## src/rtl/router_src_ingress_if.sv

```systemverilog
// Source-side byte bus plus destination FIFO write port for the router ingress engine.
// The slave modport is the ingress engine; the master modport is the source/FIFO side.
interface router_src_ingress_if #(
  parameter int DW       = 8,
  parameter int NUM_DEST = 3,
  parameter int ADDR_W   = 2
);
  logic [DW-1:0]       d_in;
  logic                pkt_vld;
  logic [NUM_DEST-1:0] fifo_full;
  logic                busy;
  logic                error;
  logic [NUM_DEST-1:0] wr_en;
  logic [DW-1:0]       wr_data;
  logic [ADDR_W-1:0]   dest;
  logic                pkt_done;
  logic                pkt_abort;

  modport slave (
    input  d_in, pkt_vld, fifo_full,
    output busy, error, wr_en, wr_data, dest, pkt_done, pkt_abort
  );

  modport master (
    output d_in, pkt_vld, fifo_full,
    input  busy, error, wr_en, wr_data, dest, pkt_done, pkt_abort
  );
endinterface

```

## src/rtl/router_src_ingress.sv

```systemverilog
// Router source ingress: decodes header, steers bytes to the addressed FIFO,
// checks XOR parity, drops illegal addresses and aborts stalled packets on timeout.
module router_src_ingress #(
  parameter int DW       = 8,
  parameter int NUM_DEST = 3,
  parameter int ADDR_W   = 2,
  parameter int TIMEOUT  = 16
) (
  input  logic                 clk,
  input  logic                 resetn,
  router_src_ingress_if.slave  bus
);
  localparam int LW = DW - ADDR_W;
  localparam int TW = $clog2(TIMEOUT + 1);

  typedef enum logic [2:0] {IDLE, PAYLOAD, PARITY, DROP, CHECK} state_e;

  state_e              state_q, state_d;
  logic [ADDR_W-1:0]   dest_q, dest_d;
  logic [LW-1:0]       rem_q, rem_d;
  logic [DW-1:0]       par_q, par_d;
  logic [TW-1:0]       tcnt_q, tcnt_d;
  logic                mis_q, mis_d;
  logic                bad_q, bad_d;
  logic                tmo_q, tmo_d;
  logic                error_q, error_d;

  logic [ADDR_W-1:0]   hdr_addr;
  logic [LW-1:0]       hdr_len;
  logic [NUM_DEST-1:0] hdr_sel, dest_sel, wr_sel;
  logic                busy_c, accept, wr_ok;

  assign hdr_addr = bus.d_in[ADDR_W-1:0];
  assign hdr_len  = bus.d_in[DW-1:ADDR_W];

  // Address decode; an illegal address simply matches no destination.
  always_comb begin
    hdr_sel  = '0;
    dest_sel = '0;
    for (int i = 0; i < NUM_DEST; i++) begin
      hdr_sel[i]  = (hdr_addr == ADDR_W'(i));
      dest_sel[i] = (dest_q == ADDR_W'(i));
    end
  end

  always_comb begin
    busy_c = 1'b0;
    wr_sel = dest_sel;
    case (state_q)
      IDLE: begin
        busy_c = bus.pkt_vld && (|(bus.fifo_full & hdr_sel));
        wr_sel = hdr_sel;
      end
      PAYLOAD, PARITY: busy_c = |(bus.fifo_full & dest_sel);
      CHECK:           busy_c = 1'b1;
      default:         busy_c = 1'b0;
    endcase
  end

  // Holding reset blocks both the handshake and any FIFO write.
  assign accept = resetn && bus.pkt_vld && !busy_c;

  always_comb begin
    state_d = state_q;
    dest_d  = dest_q;
    rem_d   = rem_q;
    par_d   = par_q;
    tcnt_d  = tcnt_q;
    mis_d   = mis_q;
    bad_d   = bad_q;
    tmo_d   = tmo_q;
    error_d = error_q;
    wr_ok   = 1'b0;
    case (state_q)
      IDLE: begin
        tcnt_d = '0;
        if (accept) begin
          dest_d = hdr_addr;
          rem_d  = hdr_len;
          par_d  = bus.d_in;
          if (|hdr_sel) begin
            wr_ok   = 1'b1;
            state_d = (hdr_len != '0) ? PAYLOAD : PARITY;
          end else begin
            bad_d   = 1'b1;
            state_d = DROP;
          end
        end
      end
      PAYLOAD: if (accept) begin
        wr_ok = 1'b1;
        par_d = par_q ^ bus.d_in;
        rem_d = rem_q - LW'(1);
        if (rem_q == LW'(1)) state_d = PARITY;
      end
      PARITY: if (accept) begin
        wr_ok   = 1'b1;
        mis_d   = (bus.d_in != par_q);
        state_d = CHECK;
      end
      DROP: if (accept) begin
        if (rem_q != '0) begin
          par_d = par_q ^ bus.d_in;
          rem_d = rem_q - LW'(1);
        end else begin
          state_d = CHECK;
        end
      end
      CHECK: begin
        error_d = mis_q | bad_q | tmo_q;
        mis_d   = 1'b0;
        bad_d   = 1'b0;
        tmo_d   = 1'b0;
        state_d = IDLE;
      end
      default: state_d = IDLE;
    endcase

    // Only idle source cycles count toward the stall timeout.
    if (state_q == PAYLOAD || state_q == PARITY || state_q == DROP) begin
      if (bus.pkt_vld) begin
        tcnt_d = '0;
      end else if (tcnt_q == TW'(TIMEOUT - 1)) begin
        tcnt_d  = '0;
        tmo_d   = 1'b1;
        state_d = CHECK;
      end else begin
        tcnt_d = tcnt_q + TW'(1);
      end
    end
  end

  always_ff @(posedge clk or negedge resetn) begin
    if (!resetn) begin
      state_q <= IDLE;
      dest_q  <= '0;
      rem_q   <= '0;
      par_q   <= '0;
      tcnt_q  <= '0;
      mis_q   <= 1'b0;
      bad_q   <= 1'b0;
      tmo_q   <= 1'b0;
      error_q <= 1'b0;
    end else begin
      state_q <= state_d;
      dest_q  <= dest_d;
      rem_q   <= rem_d;
      par_q   <= par_d;
      tcnt_q  <= tcnt_d;
      mis_q   <= mis_d;
      bad_q   <= bad_d;
      tmo_q   <= tmo_d;
      error_q <= error_d;
    end
  end

  assign bus.busy      = resetn && busy_c;
  assign bus.wr_en     = wr_ok ? wr_sel : '0;
  assign bus.wr_data   = bus.d_in;
  assign bus.dest      = dest_q;
  assign bus.error     = error_q;
  assign bus.pkt_done  = (state_q == CHECK) && !tmo_q;
  assign bus.pkt_abort = (state_q == CHECK) && tmo_q;
endmodule

```

## src/flat_wrapper.sv

```systemverilog
// flat-port wrapper written by rule: the top's interface ports become plain ports
module router_src_ingress_flat 
#(
  parameter int DW       = 8,
  parameter int NUM_DEST = 3,
  parameter int ADDR_W   = 2,
  parameter int TIMEOUT  = 16
)
  (clk, resetn, bus_d_in, bus_pkt_vld, bus_fifo_full, bus_busy, bus_error, bus_wr_en, bus_wr_data, bus_dest, bus_pkt_done, bus_pkt_abort);
  router_src_ingress_if #(.DW(DW), .NUM_DEST(NUM_DEST), .ADDR_W(ADDR_W)) bus_i ();
  input  logic clk;
  input  logic resetn;
  input wire logic [$bits(bus_i.d_in)-1:0] bus_d_in;
  input wire logic [$bits(bus_i.pkt_vld)-1:0] bus_pkt_vld;
  input wire logic [$bits(bus_i.fifo_full)-1:0] bus_fifo_full;
  output wire logic [$bits(bus_i.busy)-1:0] bus_busy;
  output wire logic [$bits(bus_i.error)-1:0] bus_error;
  output wire logic [$bits(bus_i.wr_en)-1:0] bus_wr_en;
  output wire logic [$bits(bus_i.wr_data)-1:0] bus_wr_data;
  output wire logic [$bits(bus_i.dest)-1:0] bus_dest;
  output wire logic [$bits(bus_i.pkt_done)-1:0] bus_pkt_done;
  output wire logic [$bits(bus_i.pkt_abort)-1:0] bus_pkt_abort;
  assign bus_i.d_in = bus_d_in;
  assign bus_i.pkt_vld = bus_pkt_vld;
  assign bus_i.fifo_full = bus_fifo_full;
  assign bus_busy = bus_i.busy;
  assign bus_error = bus_i.error;
  assign bus_wr_en = bus_i.wr_en;
  assign bus_wr_data = bus_i.wr_data;
  assign bus_dest = bus_i.dest;
  assign bus_pkt_done = bus_i.pkt_done;
  assign bus_pkt_abort = bus_i.pkt_abort;
  router_src_ingress #(.DW(DW), .NUM_DEST(NUM_DEST), .ADDR_W(ADDR_W), .TIMEOUT(TIMEOUT)) u_core (.clk(clk), .resetn(resetn), .bus(bus_i));
endmodule
```

## config.mk

```make
export PLATFORM = sky130hd
export DESIGN_NAME = router_src_ingress_flat
export DESIGN_NICKNAME = d
export VERILOG_FILES = /design/src/rtl/router_src_ingress_if.sv /design/src/rtl/router_src_ingress.sv /design/src/flat_wrapper.sv
export SDC_FILE = /design/constraint.sdc
export NUM_CORES = 1
export LEC_CHECK = 0
export BUFFER_PORTS_ARGS = -buffer_cell sky130_fd_sc_hd__buf_2
export CORE_MARGIN = 2
export CORE_UTILIZATION = 41
export CTS_CLUSTER_SIZE = 10
export DETAILED_ROUTE_END_ITERATION = 8
export SYNTH_ARGS = -nofsm -noshare
export SYNTH_HDL_FRONTEND = slang
export SYNTH_SLANG_ARGS = --single-unit
export TNS_END_PERCENT = 100
```

## constraint.sdc

```tcl
create_clock -name clk -period 2.06 [get_ports clk]
set_input_delay 0.412 -clock clk [delete_from_list [all_inputs] [get_ports clk]]
set_output_delay 0.412 -clock clk [all_outputs]
set_load 0.005 [all_outputs]
```

==> Word-level counts from Yosys, hierarchy flattened <==
Cells that the tools add are included.
{ "totals": {"elab_cells": 102, "in_bits": 14, "regBits": 28, "output_inout_bits": 17} }
{ "op_classes": {"n_addsub": 2, "n_eq_ne": 17, "mux": 42, "reduce_logical": 27, "n_bitwise": 5} }
{ "ops": {"columns": ["cell", "n"], "rows": [
  ["3-bit 2-to-1 mux", 12],
  ["8-bit 2-to-1 mux", 4],
  ["6-bit 2-to-1 mux", 4],
  ["8-bit one-hot mux with 3 select lines", 1],
  ["5-bit 2-to-1 mux", 4],
  ["6-bit one-hot mux with 3 select lines", 1],
  ["3-bit one-hot mux with 4 select lines", 1],
  ["6-bit nonzero test", 2],
  ["1-bit 2-to-1 mux", 10],
  ["2-bit by 1-bit != test with 1-bit output (second input constant)", 5],
  ["3-bit OR reduction", 3],
  ["8-bit != test", 1],
  ["8-bit XOR", 1],
  ["3-bit AND", 2],
  ["3-bit by 2-bit equality test with 1-bit output (second input constant)", 2],
  ["6-bit by 1-bit equality test with 1-bit output (second input constant)", 1],
  ["1-bit logical AND", 6],
  ["1-bit one-hot mux with 2 select lines", 3],
  ["2-bit nonzero test", 3],
  ["6-bit by 1-bit subtractor with 6-bit output (second input constant)", 1],
  ["5-bit by 1-bit adder with 5-bit output (second input constant)", 1],
  ["5-bit by 4-bit equality test with 1-bit output (second input constant)", 1],
  ["5-bit AND reduction", 1],
  ["2-bit by 1-bit equality test with 1-bit output (second input constant)", 2],
  ["15 further kinds", 21]
]} }

==> Logic depth before layout (Yosys ltp) <==
{ "logic_depth": {"ltp_word": 12, "ltp_mapped": 8, "ltp_nobuf": 7} }

==> Least setup slack after synthesis <==
OpenSTA, ideal clock, no wires.
{ "synth_timing": {"path_type": "reg2out", "start": "register u_core.dest_q[1] (netlist: u_core.bus.dest[1])", "end": "output bus_wr_en[2]", "required_ns": 1.648, "stages_incl_launch_ff": 7, "t_arrival_ns": 1.537, "slack_ns": 0.111, "cell_sequence": "dfrtp_1 > nor2b_1 > o2bb2ai_1 > a221oi_4 > buf_4 > o21ai_1 > a21oi_1"} }
{ "synth_via": {"elab_chain_cells": 9, "word_cells_on_any_way": 13} }
{ "synth_lines": {"columns": ["item", "line_no", "rtl"], "rows": [
  ["from (decl)", "router_src_ingress.sv:19", "logic [ADDR_W-1:0] dest_q, dest_d;"],
  ["from (signal assigned)", "router_src_ingress.sv:146", "dest_q <= dest_d;"],
  ["2-bit by 1-bit equality test with 1-bit output (tied with other cells)", "router_src_ingress.sv:42", "dest_sel[i] = (dest_q == ADDR_W'(i));"],
  ["3-bit AND", "router_src_ingress.sv:54", "PAYLOAD, PARITY: busy_c = |(bus.fifo_full & dest_sel);"],
  ["3-bit OR reduction", "router_src_ingress.sv:54", null],
  ["1-bit one-hot mux with 3 select lines", "router_src_ingress.sv:49", "case (state_q)"],
  ["1-bit zero test", "router_src_ingress.sv:61", "assign accept = resetn && bus.pkt_vld && !busy_c;"],
  ["1-bit logical AND", "router_src_ingress.sv:61", null],
  ["1-bit 2-to-1 mux (on tied branches)", "router_src_ingress.sv:90, router_src_ingress.sv:96, router_src_ingress.sv:77", null],
  ["1-bit one-hot mux with 2 select lines", "router_src_ingress.sv:74", "case (state_q)"],
  ["3-bit 2-to-1 mux *", "router_src_ingress.sv:158", "assign bus.wr_en = wr_ok ? wr_sel : '0;"],
  ["to (decl)", "flat_wrapper.sv:18", "output wire logic [$bits(bus_i.wr_en)-1:0] bus_wr_en;"]
]} }
Every way passes the cells marked *; elsewhere a longest branch is shown, timed or not.

==> Final worst setup path <==
{ "layout_timing": {"start": "register u_core.state_q[0]", "end": "output bus_wr_en[2]"} }
{ "layout_via": {"elab_chain_cells": 8, "word_cells_on_any_way": 13} }
{ "layout_lines": {"columns": ["item", "line_no", "rtl"], "rows": [
  ["from (decl)", "router_src_ingress.sv:18", "state_e state_q, state_d;"],
  ["from (signal assigned)", "router_src_ingress.sv:145", "state_q <= state_d;"],
  ["3-bit by 2-bit equality test with 1-bit output or 3-bit by 1-bit equality test with 1-bit output (tied branches)", "router_src_ingress.sv:49, router_src_ingress.sv:74", null],
  ["2-bit OR reduction (no source line)", null, null],
  ["1-bit one-hot mux with 3 select lines", "router_src_ingress.sv:49", null],
  ["1-bit zero test", "router_src_ingress.sv:61", null],
  ["1-bit logical AND", "router_src_ingress.sv:61", null],
  ["1-bit 2-to-1 mux (on tied branches)", "router_src_ingress.sv:90, router_src_ingress.sv:96, router_src_ingress.sv:77", null],
  ["1-bit one-hot mux with 2 select lines", "router_src_ingress.sv:74", null],
  ["3-bit 2-to-1 mux *", "router_src_ingress.sv:158", null]
]} }
Marks and branches as above.

==> PnR_summary.wiki <==
{| class="wikitable"
! Metric !! Value
|-
| Area inside the core boundary || between 4000 and 5000 sq um
|-
| Biggest area contributors in the synthesized netlist || sky130_fd_sc_hd__dfrtp_1 35%, sky130_fd_sc_hd__buf_4 4.5%, sky130_fd_sc_hd__nand2_1 4.5%
|-
| Initial antenna violation count || 0
|-
| DRC viols || 0
|-
| CTS hold repair buffers || 0
|-
| Clock network fraction of total power || 0.130
|-
| WL/cell || 13.8 um
|-
| Met2 track demand over resource || 0.282
|-
| Clock sink total || 28
|-
| Largest net degree at the start of global routing || 30
|-
| Global Route met1 Usage || 0.261
|-
| Leading cell type in the layout, fill and taps excluded || sky130_fd_sc_hd__buf_2
|-
| Share of Yosys cell area claimed by the top area cell type || 0.348
|-
| Total Neg Setup Slack || -0.102 ns
|-
| TritonRoute pass-1 iters || 4
|-
| Sequential share of the synthesized area || 0.348
|-
| Share of layout cells above drive strength 1 || 0.335
|-
| Hold/Removal Path Class || in2async
|-
| Count of placed standard cells in the final layout, fillers left out || 327
|-
| Type of the worst setup path || reg2out
|-
| Root buf cell || sky130_fd_sc_hd__clkbuf_8
|-
| Prevailing post-synth register cell || sky130_fd_sc_hd__dfrtp_1
|-
| Setup repair after global routing missed its margin || true
|-
| Maximum net fanout on the critical path || 4
|-
| Fraction of the mapped netlist area in compound gates || 0.236
|-
| Dpl cells || 319
|-
| Max-capacitance violation count || 0
|-
| Switching fraction of total power || 0.409
|-
| Final max-slew violation count || 0
|-
| Most utilized layer in the global route result || met2
|-
| YS warnings || 0
|-
| Adder and majority gate portion of the synthesized area || 0.0187
|-
| Drt initial violations || 113
|-
| Longest Clk Path Bufs || 2
|-
| Multi-input gate area || about 1200 sq um
|-
| Final antenna diode count || 0
|-
| Xor/xnor cell area share of the yosys netlist || 0.0392
|-
| Synthesis-to-finish area growth || 18.7%
|-
| Synthesized instance count || 225
|-
| Synthesized-area fraction occupied by and/or/nand/nor cells || 0.261
|-
| Peak VDD IR || around 0.48 mV
|-
| Minimum clock period || roughly 2.1 ns
|-
| Total net switching power || 1.11 mW
|-
| Total via count after detailed routing || 1,775
|-
| Cell-internal power || 1.61 mW
|-
| Fillers || between 400 and 500
|-
| Number of CTS-inserted buffers || 3
|-
| Port-buffer cells || 30
|-
| Floorplan die height || 74.1 um
|-
| Post-synth EDFFs || 0
|-
| Run status || complete, but fails checks
|-
| CTS tree || built
|-
| Number of cells on the worst reg-to-reg path || 7
|-
| Worst Max-Slew Pin Slew || 0.384 ns
|-
| Finished Core Util || 0.505
|-
| Synth cell types || 52
|-
| Sequential fraction of design power || 0.359
|-
| Max-slew headroom at the worst pin || 0.743
|-
| Critical Path RT || 1.65 ns
|-
| Number of failing hold endpoints at the final stage || 0
|-
| Skew final || 0.00231 ns
|-
| Launching element type of the critical path || flop
|-
| DRT antenna net count || 0
|-
| First-pass GRT wire length || 7670 um
|-
| Horizontal die dimension || 74.1 um
|-
| Clk_lat worst skew || 0.28 ns
|-
| Post-synth top area cell || sky130_fd_sc_hd__dfrtp_1
|-
| Wire length reported by the detailed router || around 4500 um
|-
| Clock Pin Slew Worst Setup and Hold Paths || approximately 0.1 ns
|-
| Violated checks || setup timing
|-
| Part of the power in combinational logic || 0.511
|-
| Setup ws final || -0.0522 ns
|-
| Top-level port count || 31
|-
| Number of synthesized register bits || 28
|-
| Power density over the cells || 1140 nW/um^2
|-
| Total congestion overflow after global routing || 0
|-
| Total setup violations reported at the end of the flow || 3
|-
| Critical Path End Type || output pin
|-
| Area taken by flip-flops and latches || 706 sq um
|-
| Most frequent cells in the layout || 30 x sky130_fd_sc_hd__buf_2, 24 x sky130_fd_sc_hd__nand2_1, 24 x sky130_fd_sc_hd__dfrtp_1
|-
| Effective utilization at floorplan || 0.426
|-
| Portion of netlist area occupied by mux cells || 0.0205
|-
| Global-route total usage across every layer || 0.180
|-
| Post-Syn Nets || between 200 and 250
|-
| Number of levels in the clock H-tree || 1
|-
| Max Fclk || 473 MHz
|-
| Number of global-route vias before repair || 1,602
|-
| Final weighted congestion of routability-driven global placement || 0.808
|-
| Main combinational cell family by area after synthesis || simple AND/OR/NAND/NOR gates
|-
| Cell Rows || 25
|-
| Net total in the final layout || 278
|-
| Area enclosed by the die boundary || about 5500 sq um
|-
| Async S/R FF share, synth || 1.00
|-
| Average size of a mapped cell || roughly 9 sq um
|-
| Met3 Track Usage GR || 0.0203
|-
| Critical path data arrival time || approximately 1.7 ns
|-
| Area of the mapped netlist || 2010 sq um
|-
| Vias per cell || 5.43
|-
| Static power due to leakage || ~1 nW
|-
| Dpl hpwl || between 3000 and 4000 um
|-
| Final critical-path share of the clock period || 1.03
|}
[cell usage after synthesis, drive strengths merged, types with 2 or more instances]
library cell,count
a211oi,2
a21oi,11
a22oi,2
a31oi,5
and3,3
buf,18
clkbuf,3
dfrtp,28
ha,3
inv,6
mux2i,3
nand2,25
nand2b,12
nand3,5
nand3b,8
nand4b,3
nor2,13
nor2b,7
nor3,5
nor4,5
o2111ai,2
o211ai,3
o21ai,14
o221ai,8
o2bb2ai,4
o31ai,2
or3,3
or3b,2
xor2,8
[registers in the layout, indices dropped and copies added, names as in the netlist]
register,flops
u_core.tcnt_q,5
u_core.state_q,3
u_core.bad_q,1
u_core.mis_q,1
u_core.tmo_q,1
u_core.rem_q,6
u_core.bus.dest,2
u_core.par_q,8
u_core.bus.error,1
[final cells by class]
type | instances | area share
clock buffers | 4 | 0.0231
inverters | 6 | 0.00943
multi-input cells | 170 | 0.503
flip-flops and latches | 28 | 0.296
well taps | 67 | 0.0351
repair buffers | 52 | 0.134
[layer usage]
metal	share of wire	up-vias
li1	-	879
met1	0.49	844
met2	0.45	47
met3	0.049	5
met4	0.013	0
met5	0	-
[power groups by stage]
stage	sequential, mW	combinational [mW]	clock [mW]
4_1_cts	0.980	1.34	0.370
3_3_place_gp	0.983	1.27	0
2_1_floorplan	0.940	0.975	0
6_report	0.975	1.39	0.354
3_5_place_dp	0.990	1.29	0
5_1_grt	1.01	1.57	0.383
[cell families after synthesis]
logic type      Yosys count
compound gates           59
xor+xnor                  9
fa+ha+maj                 3
buf+inv                  27
flops                    28
mux                       4
simple gates             95
[metrics by stage]
| step | total power, mW | instance area (sq um) | setup slack, ns | hold WS, ns |
|---|---|---|---|---|
| floorplan | 1.92 | 2010 | 0.111 | 0.116 |
| global placement | 2.25 | 2250 | 0.0305 | 0.469 |
| detailed placement | 2.28 | 2250 | -0.00903 | 0.472 |
| CTS | 2.69 | 2350 | -0.0593 | 0.164 |
| global route | 2.97 | 2390 | -0.163 | 0.182 |
| finish | 2.71 | 2390 | -0.0522 | 0.143 |
[final timing paths]
path / from / endpoint / slack (ns)
max: u_core.state_q[0] / bus_wr_en[2] / -0.05
min: resetn / u_core.bus.dest[0] / 0.14
max reg2reg: u_core.state_q[0] / u_core.par_q[0] / 0.19
min reg2reg: u_core.rem_q[5] / u_core.rem_q[5] / 0.50
max in group asynchronous: resetn / u_core.state_q[2] / 1.61
min in group clk: bus_d_in[6] / u_core.par_q[6] / 0.47
[critical path: stages, from the launching register on]
cell and delay (ns):
sky130_fd_sc_hd__dfrtp_2 0.45, sky130_fd_sc_hd__xnor2_1 0.15, sky130_fd_sc_hd__nor2_1 0.12, sky130_fd_sc_hd__a221oi_4 0.32
sky130_fd_sc_hd__o21ai_2 0.11, sky130_fd_sc_hd__a21oi_1 0.13, sky130_fd_sc_hd__buf_2 0.13
[timing repair]
action | 4_1_cts | 5_1_grt
pin swaps | 4 | 2
buffers inserted | 3 | 3
resized for setup | 10 | 6
setup endpoints to repair | 3 | 18
Note: power is estimated with default switching activity, not from simulation.
